===== src/rtl/axi4_pkg.sv =====
// Shared AXI4 constants and the burst-master FSM state type.
package axi4_pkg;

    localparam logic [1:0] BURST_FIXED = 2'b00;
    localparam logic [1:0] BURST_INCR  = 2'b01;
    localparam logic [1:0] BURST_WRAP  = 2'b10;

    localparam logic [1:0] RESP_OKAY   = 2'b00;
    localparam logic [1:0] RESP_EXOKAY = 2'b01;
    localparam logic [1:0] RESP_SLVERR = 2'b10;
    localparam logic [1:0] RESP_DECERR = 2'b11;

    typedef enum logic [2:0] {
        ST_IDLE,
        ST_AW,
        ST_W,
        ST_B,
        ST_AR,
        ST_R
    } axi4_mst_state_e;

endpackage


===== src/rtl/axi4_burst_master.sv =====
// AXI4 initiator: one command becomes one INCR burst, one transaction in flight.
// Write data streams in and read data streams out with zero added beat latency.
module axi4_burst_master
    import axi4_pkg::*;
#(
    parameter int unsigned ADDR_WIDTH = 32,
    parameter int unsigned DATA_WIDTH = 32,
    parameter int unsigned ID_WIDTH   = 4,
    parameter int unsigned MST_ID     = 0
) (
    input  logic                    clk_i,
    input  logic                    rst_i,
    input  logic                    cmd_valid_i,
    output logic                    cmd_ready_o,
    input  logic                    cmd_write_i,
    input  logic [ADDR_WIDTH-1:0]   cmd_addr_i,
    input  logic [7:0]              cmd_len_i,
    input  logic                    wr_valid_i,
    output logic                    wr_ready_o,
    input  logic [DATA_WIDTH-1:0]   wr_data_i,
    input  logic [DATA_WIDTH/8-1:0] wr_strb_i,
    output logic                    rd_valid_o,
    input  logic                    rd_ready_i,
    output logic [DATA_WIDTH-1:0]   rd_data_o,
    output logic                    rd_last_o,
    output logic                    done_o,
    output logic [1:0]              resp_o,
    output logic [ID_WIDTH-1:0]     awid_o,
    output logic [ADDR_WIDTH-1:0]   awaddr_o,
    output logic [7:0]              awlen_o,
    output logic [2:0]              awsize_o,
    output logic [1:0]              awburst_o,
    output logic                    awvalid_o,
    input  logic                    awready_i,
    output logic [DATA_WIDTH-1:0]   wdata_o,
    output logic [DATA_WIDTH/8-1:0] wstrb_o,
    output logic                    wlast_o,
    output logic                    wvalid_o,
    input  logic                    wready_i,
    input  logic [ID_WIDTH-1:0]     bid_i,
    input  logic [1:0]              bresp_i,
    input  logic                    bvalid_i,
    output logic                    bready_o,
    output logic [ID_WIDTH-1:0]     arid_o,
    output logic [ADDR_WIDTH-1:0]   araddr_o,
    output logic [7:0]              arlen_o,
    output logic [2:0]              arsize_o,
    output logic [1:0]              arburst_o,
    output logic                    arvalid_o,
    input  logic                    arready_i,
    input  logic [ID_WIDTH-1:0]     rid_i,
    input  logic [DATA_WIDTH-1:0]   rdata_i,
    input  logic [1:0]              rresp_i,
    input  logic                    rlast_i,
    input  logic                    rvalid_i,
    output logic                    rready_o
);

    localparam int unsigned STRB_WIDTH = DATA_WIDTH / 8;
    localparam int unsigned SIZE       = $clog2(STRB_WIDTH);
    localparam logic [ADDR_WIDTH-1:0] ALIGN_MASK = ~ADDR_WIDTH'(STRB_WIDTH - 1);

    axi4_mst_state_e       state_q, state_d;
    logic [ADDR_WIDTH-1:0] addr_q, addr_d;
    logic [7:0]            len_q, len_d;
    logic [7:0]            cnt_q, cnt_d;
    logic                  awvalid_q, awvalid_d;
    logic                  arvalid_q, arvalid_d;
    logic                  done_q, done_d;
    logic [1:0]            resp_q, resp_d;
    logic                  w_hs, r_hs, cnt_at_len;
    logic                  unused_ids;

    // Last byte of the burst, computed in 14 bits, must stay inside the 4 KB page.
    function automatic logic crosses_4k(input logic [11:0] addr, input logic [7:0] len);
        logic [13:0] last_byte;
        last_byte = 14'(addr) + ((14'(len) + 14'd1) << SIZE) - 14'd1;
        return last_byte > 14'hFFF;
    endfunction

    assign unused_ids = ^{bid_i, rid_i};

    assign cnt_at_len = (cnt_q == len_q);
    assign w_hs       = (state_q == ST_W) && wr_valid_i && wready_i;
    assign r_hs       = (state_q == ST_R) && rvalid_i && rd_ready_i;

    assign cmd_ready_o = (state_q == ST_IDLE) && !rst_i;
    assign done_o      = done_q;
    assign resp_o      = resp_q;

    assign awid_o    = ID_WIDTH'(MST_ID);
    assign awaddr_o  = addr_q;
    assign awlen_o   = len_q;
    assign awsize_o  = 3'(SIZE);
    assign awburst_o = BURST_INCR;
    assign awvalid_o = awvalid_q;

    assign arid_o    = ID_WIDTH'(MST_ID);
    assign araddr_o  = addr_q;
    assign arlen_o   = len_q;
    assign arsize_o  = 3'(SIZE);
    assign arburst_o = BURST_INCR;
    assign arvalid_o = arvalid_q;

    assign wvalid_o   = (state_q == ST_W) && wr_valid_i;
    assign wr_ready_o = (state_q == ST_W) && wready_i;
    assign wdata_o    = wr_data_i;
    assign wstrb_o    = wr_strb_i;
    assign wlast_o    = (state_q == ST_W) && cnt_at_len;

    assign bready_o = (state_q == ST_B);

    assign rd_valid_o = (state_q == ST_R) && rvalid_i;
    assign rready_o   = (state_q == ST_R) && rd_ready_i;
    assign rd_data_o  = rdata_i;
    assign rd_last_o  = rlast_i;

    always_ff @(posedge clk_i or posedge rst_i) begin
        if (rst_i) begin
            state_q   <= ST_IDLE;
            addr_q    <= '0;
            len_q     <= '0;
            cnt_q     <= '0;
            awvalid_q <= 1'b0;
            arvalid_q <= 1'b0;
            done_q    <= 1'b0;
            resp_q    <= RESP_OKAY;
        end else begin
            state_q   <= state_d;
            addr_q    <= addr_d;
            len_q     <= len_d;
            cnt_q     <= cnt_d;
            awvalid_q <= awvalid_d;
            arvalid_q <= arvalid_d;
            done_q    <= done_d;
            resp_q    <= resp_d;
        end
    end

    always_comb begin
        state_d   = state_q;
        addr_d    = addr_q;
        len_d     = len_q;
        cnt_d     = cnt_q;
        awvalid_d = awvalid_q;
        arvalid_d = arvalid_q;
        done_d    = 1'b0;
        resp_d    = resp_q;

        unique case (state_q)
            ST_IDLE: begin
                if (cmd_valid_i) begin
                    addr_d = cmd_addr_i & ALIGN_MASK;
                    len_d  = cmd_len_i;
                    cnt_d  = '0;
                    if (crosses_4k(cmd_addr_i[11:0], cmd_len_i)) begin
                        resp_d = RESP_SLVERR;
                        done_d = 1'b1;
                    end else begin
                        resp_d = RESP_OKAY;
                        if (cmd_write_i) begin
                            awvalid_d = 1'b1;
                            state_d   = ST_AW;
                        end else begin
                            arvalid_d = 1'b1;
                            state_d   = ST_AR;
                        end
                    end
                end
            end
            ST_AW: begin
                if (awready_i) begin
                    awvalid_d = 1'b0;
                    state_d   = ST_W;
                end
            end
            ST_W: begin
                if (w_hs) begin
                    cnt_d = cnt_q + 8'd1;
                    if (cnt_at_len) state_d = ST_B;
                end
            end
            ST_B: begin
                if (bvalid_i) begin
                    resp_d  = bresp_i;
                    done_d  = 1'b1;
                    state_d = ST_IDLE;
                end
            end
            ST_AR: begin
                if (arready_i) begin
                    arvalid_d = 1'b0;
                    state_d   = ST_R;
                end
            end
            ST_R: begin
                // First error response is sticky; a misplaced rlast overrides it.
                if (r_hs) begin
                    cnt_d = cnt_q + 8'd1;
                    if (resp_q == RESP_OKAY && rresp_i != RESP_OKAY) resp_d = rresp_i;
                    if (rlast_i != cnt_at_len) resp_d = RESP_SLVERR;
                    if (rlast_i) begin
                        done_d  = 1'b1;
                        state_d = ST_IDLE;
                    end
                end
            end
            default: state_d = ST_IDLE;
        endcase
    end

endmodule


===== config.mk =====
export PLATFORM = sky130hd
export DESIGN_NAME = axi4_burst_master
export DESIGN_NICKNAME = d
export VERILOG_FILES = /design/src/rtl/axi4_pkg.sv /design/src/rtl/axi4_burst_master.sv
export SDC_FILE = /design/constraint.sdc
export NUM_CORES = 1
export LEC_CHECK = 0
export CAP_MARGIN = 40
export CELL_PAD_IN_SITES_DETAIL_PLACEMENT = 0
export CELL_PAD_IN_SITES_GLOBAL_PLACEMENT = 2
export CORE_ASPECT_RATIO = 1.1
export CORE_MARGIN = 8
export CORE_UTILIZATION = 19
export DETAILED_ROUTE_END_ITERATION = 16
export GPL_TIMING_DRIVEN = 0
export PLACE_DENSITY = 0.85
export SYNTH_ARGS = -nofsm -noshare
export SYNTH_HDL_FRONTEND = slang
export SYNTH_SLANG_ARGS = --single-unit

===== constraint.sdc =====
create_clock -name clk_i -period 2.9 [get_ports clk_i]
set_input_delay 0.435 -clock clk_i [delete_from_list [all_inputs] [get_ports clk_i]]
set_output_delay 0.435 -clock clk_i [all_outputs]
set_load 0.05 [all_outputs]

==> results of run 1 <==
==> per-stage QoR <==
stage | setup TNS, ps | hold slack [ps] | util [%] | cell area, um^2 | total power [mW]
floorplan | 0 | 514 | - | 4200 | 4.82
global placement | -17680 | 476 | 31.4 | 6690 | 6.47
detailed placement | -5970 | 481 | 31.5 | 6710 | 6.50
CTS | 0 | 486 | 32.6 | 6940 | 7.28
global route | -12.2 | 416 | 32.7 | 6970 | 7.59
finish | 0 | 415 | 32.7 | 6970 | 7.18
==> power by group through the flow <==
stage                     Sequential [mW]  Combinational, mW  Clock [mW]
after floorplan                      2.32               2.50           0
after detailed placement             1.43               5.07           0
after CTS                            1.42               5.10       0.772
final                                1.40               5.05       0.726
after global placement               1.42               5.05           0
after global routing                 1.47               5.34       0.784
==> cell usage after synthesis (all sizes together) (3+ instances only) <==
cell / instances
o22ai: 3
nor4: 3
nand2: 110
nand4: 7
a21oi: 9
and2: 5
nor2: 15
o21ai: 16
and3: 4
buf: 131
nand3: 9
xor2: 16
ha: 22
xnor2: 6
inv: 38
a21o: 3
clkbuf: 11
dfrtp: 54
nor3b: 3
==> state kept, by name, indices dropped and copies added (netlist names) <==
| register | flops |
|---|---|
| arvalid_o | 1 |
| done_o | 1 |
| cnt_q | 8 |
| araddr_o | 30 |
| arlen_o | 8 |
| resp_o | 2 |
| state_q | 3 |
| awvalid_o | 1 |
==> cell type report <==
| class | count | area [um^2] | area share, % |
|---|---|---|---|
| repair buffers | 214 | 2120 | 30.5 |
| well taps | 290 | 363 | 5.21 |
| diodes | 1 | 2.50 | 0.0359 |
| clock buffers | 5 | 125 | 1.80 |
| clock inverters | 3 | 43.8 | 0.629 |
| inverters | 38 | 143 | 2.05 |
| flip-flops and latches | 54 | 1350 | 19.4 |
| multi-input cells | 290 | 1790 | 25.7 |
| plain buffers | 142 | 1020 | 14.7 |
==> kinds of logic after synthesis <==
family          after synthesis  share of synthesized area, %
other cells                   2                         0.182
xor+xnor                     22                          4.67
compound gates               52                          8.28
simple gates                169                          18.2
flops                        54                          32.7
buf+inv                     180                          28.2
fa+ha+maj                    23                          7.15
mux                           2                         0.515
==> worst reg2reg max path: cells and delay by family (launching register included) <==
family / cells / cell delay, ps
DFF: 1 / 460
buffers and inverters: 3 / 1050
and+or+nand+nor: 4 / 710
==> worst max path at each step <==
stage,startpoint,to,slack (ps)
global route,state_q[0],bready_o,-10
detailed placement,cmd_len_i[0],done_o,-1070
finish,state_q[0],bready_o,180
global placement,cmd_len_i[0],done_o,-1110
floorplan,cmd_len_i[0],arvalid_o,110
CTS,cmd_len_i[3],done_o,20
==> per-layer routing <==
metal / share of wire [%] / wire (um)
met1: 38 / 5690
met2: 50 / 7370
met3: 11 / 1570
met4: 1.0 / 155
met5: 0.068 / 10
==> timing repair <==
| item | 4_1_cts | 5_1_grt |
|---|---|---|
| cloned | 0 | 0 |
| buffers inserted | 1 | 0 |
| pin swaps | 2 | 5 |
| setup endpoints to repair | 7 | 9 |
| endpoints found under the hold margin | 0 | 0 |
| gates resized for setup | 23 | 15 |
==> implementation parameters, run 1 <==
Parameter                              Value

GRT
  Most utilized layer in the global route result    met2
  GR met1 Demand/Resource    a little under an eighth
  Pin count of the biggest net entering global routing    33
  Overflow after GRT    0
  Global-route track usage on met2    18.6%
  GR Util met3    4.34%
  Overall track demand over capacity in global routing    10.5%
  Initial antenna violation count    2
  Wire length of the first global-routing pass    around 22000 um
  Vias in the first global route    4090

Setup path
  Sum of buffers and inverters on the critical path    2
  Startpoint of the most critical register-to-register path    state_q[1]
  Reg2reg end    araddr_o[26]
  CP arrival    2290 ps
  Worst path top cell family by delay    buffers and inverters
  Req. time, crit path    around 2500 ps
  Type of element launching the critical path    register
  Top fanout value on the critical path    10
  Delay of the slowest cell on the worst path    between 800 and 900 ps
  Cell chain of the critical path    buf_2 > nand2_1 > nor2_1 > clkdlybuf4s50_1
  Crit path capture type    output port
  Depth of the most critical reg-to-reg path    7
  Classification of the worst setup path    reg2out
  Reg-to-reg slack, setup    about 620 ps
  Cell with the biggest individual delay on the critical path    sky130_fd_sc_hd__clkdlybuf4s50_1
  Cell depth of the worst setup path    4

Pwr
  Clk network pwr share    10.1%
  Internal power consumption    3.29 mW
  P_sw    approximately 4 mW
  Max VDD drop    between 0.0004 and 0.0005 V
  Static Leakage    3.31 nW
  Cell Pwr Density    slightly above 1000 nW/um^2
  Share of total power consumed by net switching    a little over half
  Power share of the sequential group    19.5%
  Share of power burned in combinational logic    70.4%

Place
  Routability-driven placement congestion ratio    0.738
  Setup slack after placement    -1070 ps
  Detail Placement HPWL    12500 um
  Number of buffer cells added on primary ports    212
  Number of instances in the placed design    1027

Synth
  Cell types with the largest area share after synthesis    sky130_fd_sc_hd__dfrtp_1 33%, sky130_fd_sc_hd__buf_4 24%, sky130_fd_sc_hd__nand2_1 10%
  Ys flop type    sky130_fd_sc_hd__dfrtp_1
  Number of flops mapped to enable cells by yosys    0
  Post-synth design cell area    4130 um^2
  Top cell type by total area after synthesis    sky130_fd_sc_hd__dfrtp_1
  Post-synthesis sequential area ratio    32.7%
  Number of storage elements in the synthesis netlist    54
  Total number of yosys warnings    0
  Number of distinct library cell variants in the gate-level netlist after synthesis    slightly above 50
  Post-Syn Instances    504
  Async set-or-reset flop fraction in the synthesized netlist    100%
  Post-synthesis area per instance    8.19 um^2
  Proportion of netlist area held by the largest area contributor    32.7%

Clocking
  CTS tree    yes
  Deepest level of the CTS H-tree    2
  CTS Sinks    54
  Maximum root-to-sink buffer count    2
  Buffer type at the clock tree root    sky130_fd_sc_hd__clkbuf_16
  Clock buffer count from CTS    5
  Clock Latency Late Sink    about 300 ps
  Hold_buf cts    0
  Clock-pin slew reported for the worst setup and hold paths after clock tree synthesis    80 ps

Drt
  Detailed router's first-iteration violation count    161
  Antenna Violating Nets Remaining    0
  First-pass detailed-route iteration total    4
  Residual DRC count    0
  Avg WL per Cell    approximately 14 um
  Total via count in the routed design    3885
  Average vias per placed instance    3.75
  Sum of routed wire length over all layers    approximately 15000 um

Worst hold path
  Hold crit path type    in2reg
  HP Start    cmd_len_i[1]
  Number of cells on the worst hold path    3
  Worst min-delay path endpoint    arlen_o[1]

Floorplanning
  Vertical extent of the die    171 um
  Initial cell density of the core    19.4%
  Ports placed on the boundary    311
  Area of the die    26700 um^2
  Area of the core    21300 um^2
  Die boundary width    between 150 and 200 um
  Floorplan row count    56

Final layout
  Top library cells by usage in the layout, fill and taps aside    204 x sky130_fd_sc_hd__clkdlybuf4s50_1, 131 x sky130_fd_sc_hd__buf_4, 110 x sky130_fd_sc_hd__nand2_1
  Proportion of layout cells with a drive suffix above 1    between 20% and 30%
  Number of inserted filler cells in the final layout    2319
  Final Non-Filler Cells    1037
  Layout Nets    900
  Commonest non-fill, non-tap cell in the layout    sky130_fd_sc_hd__clkdlybuf4s50_1
  Area added between synthesis and finish    68.8%

Outcome
  Outcome    completed

STA
  Final critical-path share of the clock period    93.9%
  Pins over their slew limit    0
  Remaining max-slew budget at the tightest pin    48.8%
  # setup viols final    0
  Clock Skew    roughly 6 ps
  Final hold violation count    0
  Clock period minus worst slack    around 2700 ps
  Slew @ Worst Pin    768 ps
  Fin worst setup slack    between 150 and 200 ps
  Max frequency    367 MHz

Flow run
  Maximum capacitance violations    0
Note: power is estimated with default switching activity, not from simulation.
==> run 2, diff against run 1 <==
--- a/config.mk
+++ b/config.mk
@@ -10,10 +10,11 @@
 export CELL_PAD_IN_SITES_GLOBAL_PLACEMENT = 2
 export CORE_ASPECT_RATIO = 1.1
 export CORE_MARGIN = 8
-export CORE_UTILIZATION = 19
+export CORE_UTILIZATION = 16
 export DETAILED_ROUTE_END_ITERATION = 16
 export GPL_TIMING_DRIVEN = 0
-export PLACE_DENSITY = 0.85
+export PLACE_DENSITY = 0.76
+export RECOVER_POWER = 50
 export SYNTH_ARGS = -nofsm -noshare
 export SYNTH_HDL_FRONTEND = slang
 export SYNTH_SLANG_ARGS = --single-unit
==> constraint.sdc (replaced) <==
create_clock -name clk_i -period 2.4 [get_ports clk_i]
set_input_delay 0.36 -clock clk_i [delete_from_list [all_inputs] [get_ports clk_i]]
set_output_delay 0.36 -clock clk_i [all_outputs]
set_load 0.05 [all_outputs]
==> implementation parameters, run 2 (synthesis gave the netlist of run 1 again) <==
Parameter                              Value

Drt
  Detailed router's first-iteration violation count    109 (-32%)
  Residual DRC count    0 (unchanged)
  First-pass detailed-route iteration total    4 (unchanged)
  Average vias per placed instance    3.57 (-4.6%)
  Avg WL per Cell    14.4 um (+0.58%)
  Total via count in the routed design    3941 (+1.4%)
  Antenna Violating Nets Remaining    0 (unchanged)
  Sum of routed wire length over all layers    15800 um (+7.0%)

Final layout
  Commonest non-fill, non-tap cell in the layout    sky130_fd_sc_hd__buf_4
  Total non-filler cell area in the finished layout    7380 um^2 (+5.9%)
  Proportion of layout cells with a drive suffix above 1    28.6% (+6.6 points)
  Area added between synthesis and finish    78.8%
  Top library cells by usage in the layout, fill and taps aside    140 x sky130_fd_sc_hd__buf_4, 120 x sky130_fd_sc_hd__clkdlybuf4s50_1, 109 x sky130_fd_sc_hd__nand2_1
  Max reg flops    30 (unchanged)
  Layout Nets    911 (+1.2%)

STA
  Pins over their slew limit    0 (unchanged)
  Clock Skew    4.50 ps (-1.44 ps)
  Hold WS    342 ps (-73.0 ps)
  Max frequency    402 MHz
  Fin worst setup slack    -85.4 ps (-263 ps)
  # setup viols final    6 (+6)
  Final critical-path share of the clock period    104%
  Unrepaired setup endpoints after global routing    true
  Clock period minus worst slack    approximately 2500 ps
  Slew @ Worst Pin    925 ps (+157 ps)
  Final hold violation count    0 (unchanged)
  Remaining max-slew budget at the tightest pin    38.3% (-11 points)

Pwr
  Static Leakage    3.43 nW (+3.8%)
  Max VDD drop    0.000795 V (+81%)
  Cell Pwr Density    1190 nW/um^2 (+15%)

GRT
  Wire length of the first global-routing pass    23500 um (+7.5%)
  Initial antenna violation count    3 (+1)
  Overflow after GRT    0 (unchanged)
  Vias in the first global route    4127 (+0.90%)
  Overall track demand over capacity in global routing    9.67% (-0.83 points)
  Pin count of the biggest net entering global routing    34 (+3.0%)

Setup path
  Top fanout value on the critical path    5 (-5)
  CP arrival    2700 ps (+410 ps)
  Classification of the worst setup path    in2reg
  Crit path capture type    register
  Req. time, crit path    2610 ps (+140 ps)
  Type of element launching the critical path    primary input

Flow run
  Maximum capacitance violations    0 (unchanged)

Clocking
  Deepest level of the CTS H-tree    2 (unchanged)
  CTS Sinks    54 (unchanged)
  Clock-pin slew reported for the worst setup and hold paths after clock tree synthesis    80 ps (about the same)
  Buffer type at the clock tree root    sky130_fd_sc_hd__clkbuf_16
  Maximum root-to-sink buffer count    2 (unchanged)
  Clock buffer count from CTS    5 (unchanged)
  Clock Latency Late Sink    300 ps (about the same)
  CTS tree    yes

Floorplanning
  Area of the die    31200 um^2 (+17%)
  Ports placed on the boundary    311 (unchanged)
  Floorplan row count    61 (+8.9%)
  Die boundary width    169 um (+8.1%)
  Initial cell density of the core    16.3% (-3.1 points)
  Vertical extent of the die    184 um (+8.1%)
  Area of the core    25300 um^2 (+19%)

Outcome
  Violations in the final reports    setup timing
  Outcome    finished, violations left

Place
  Routability-driven placement congestion ratio    0.738 (about the same)
  Detail Placement HPWL    13300 um (+6.4%)
  Number of buffer cells added on primary ports    212 (unchanged)
  Standard cell area after detailed placement    6880 um^2 (+2.5%)

Worst hold path
  Hold crit path type    in2reg
-- run 2: changes by cell type in the layout (fill, tap and decap cells not counted), moves of 4 or more --
cell	previous run	this run
sky130_fd_sc_hd__ha_4	3	14
sky130_fd_sc_hd__dlygate4sd3_1	0	75
sky130_fd_sc_hd__clkbuf_1	11	7
sky130_fd_sc_hd__clkdlybuf4s50_1	204	120
sky130_fd_sc_hd__buf_4	131	140
sky130_fd_sc_hd__inv_1	37	26
sky130_fd_sc_hd__ha_1	19	8
sky130_fd_sc_hd__inv_2	1	12
-- run 2: metal layers --
layer | vias to the layer above | part of all wire (%) | track usage [%]
met1 | 1785 | 39 | 10.6
met2 | 165 | 51 | 17.4
met4 | 4 | 0.95 | 2.83
li1 | 1976 | - | -
met5 | - | 0.17 | 0
met3 | 11 | 8.5 | 3.29
-- run 2: where the power goes --
| group | total (mW) | leakage (nW) | internal, mW | switching (mW) |
|---|---|---|---|---|
| combinational | 6.20 | 2.67 | 2.22 | 3.98 |
| sequential | 1.69 | 0.683 | 1.29 | 0.399 |
| clock | 0.868 | 0.0799 | 0.491 | 0.378 |
-- run 2: repair_timing --
action / CTS / global route
setup buffers: 9 / 4
hold buffers: 0 / 0
endpoints found under the hold margin: 0 / 0
endpoints found under the setup margin: 28 / 33
gates resized for setup: 85 / 22
pin swaps: 17 / 12
-- run 2: final cells by class --
| class | count | area [um^2] |
|---|---|---|
| Inverter | 38 | 143 |
| Clock inverter | 2 | 38.8 |
| Tap cell | 346 | 433 |
| Buffer | 141 | 1020 |
| Antenna cell | 1 | 2.50 |
| Timing Repair Buffer | 226 | 2250 |
| Multi-Input combinational cell | 290 | 2010 |
| Clock buffer | 5 | 125 |
| Fill cell | 2748 | 18000 |
| Sequential cell | 54 | 1350 |
-- run 2: per-stage QoR --
stage | worst slack [ps] | power (mW) | setup TNS [ps] | std cells | utilization, %
3_3_place_gp | -1150 | 7.91 | -44760 | 1082 | 27.1
5_1_grt | -174 | 9.27 | -1460 | 1103 | 29.1
4_1_cts | -74.6 | 8.93 | -149 | 1099 | 28.8
6_report | -85.4 | 8.76 | -286 | 1103 | 29.1
2_1_floorplan | -102 | 5.86 | -181 | 524 | -
3_5_place_dp | -1160 | 7.93 | -7520 | 1083 | 27.1
-- run 2: final timing paths --
kind / from / to / slack (ps) / depth (start not counted)
max reg2reg: state_q[1] / arvalid_o / 130 / 6
max in group asynchronous: rst_i / araddr_o[4] / 310 / 3
min: cmd_len_i[4] / arlen_o[4] / 340 / 3
min reg2reg: awvalid_o / awvalid_o / 500 / 2
max: cmd_len_i[2] / state_q[2] / -90 / 14
min in group asynchronous: rst_i / araddr_o[6] / 750 / 2
-- run 2: critical path: stages --
cell and delay (ps):
sky130_fd_sc_hd__buf_12 90, sky130_fd_sc_hd__and4_1 220, sky130_fd_sc_hd__nand2_2 70, sky130_fd_sc_hd__xor2_2 160, sky130_fd_sc_hd__ha_4 270, sky130_fd_sc_hd__inv_2 40
sky130_fd_sc_hd__ha_4 270, sky130_fd_sc_hd__nand4_1 140, sky130_fd_sc_hd__a2111oi_4 400, sky130_fd_sc_hd__a211oi_4 70, sky130_fd_sc_hd__xnor2_2 150, sky130_fd_sc_hd__buf_6 140
sky130_fd_sc_hd__buf_6 110, sky130_fd_sc_hd__o32ai_2 230
==> run 3, diff against run 2 <==
--- a/config.mk
+++ b/config.mk
@@ -13,6 +13,7 @@
 export CORE_UTILIZATION = 16
 export DETAILED_ROUTE_END_ITERATION = 16
 export GPL_TIMING_DRIVEN = 0
+export HOLD_SLACK_MARGIN = 0.15
 export PLACE_DENSITY = 0.76
 export RECOVER_POWER = 50
 export SYNTH_ARGS = -nofsm -noshare
==> results of run 3 <==
No change in the layout: final DEF, timing and power equal those of run 2.
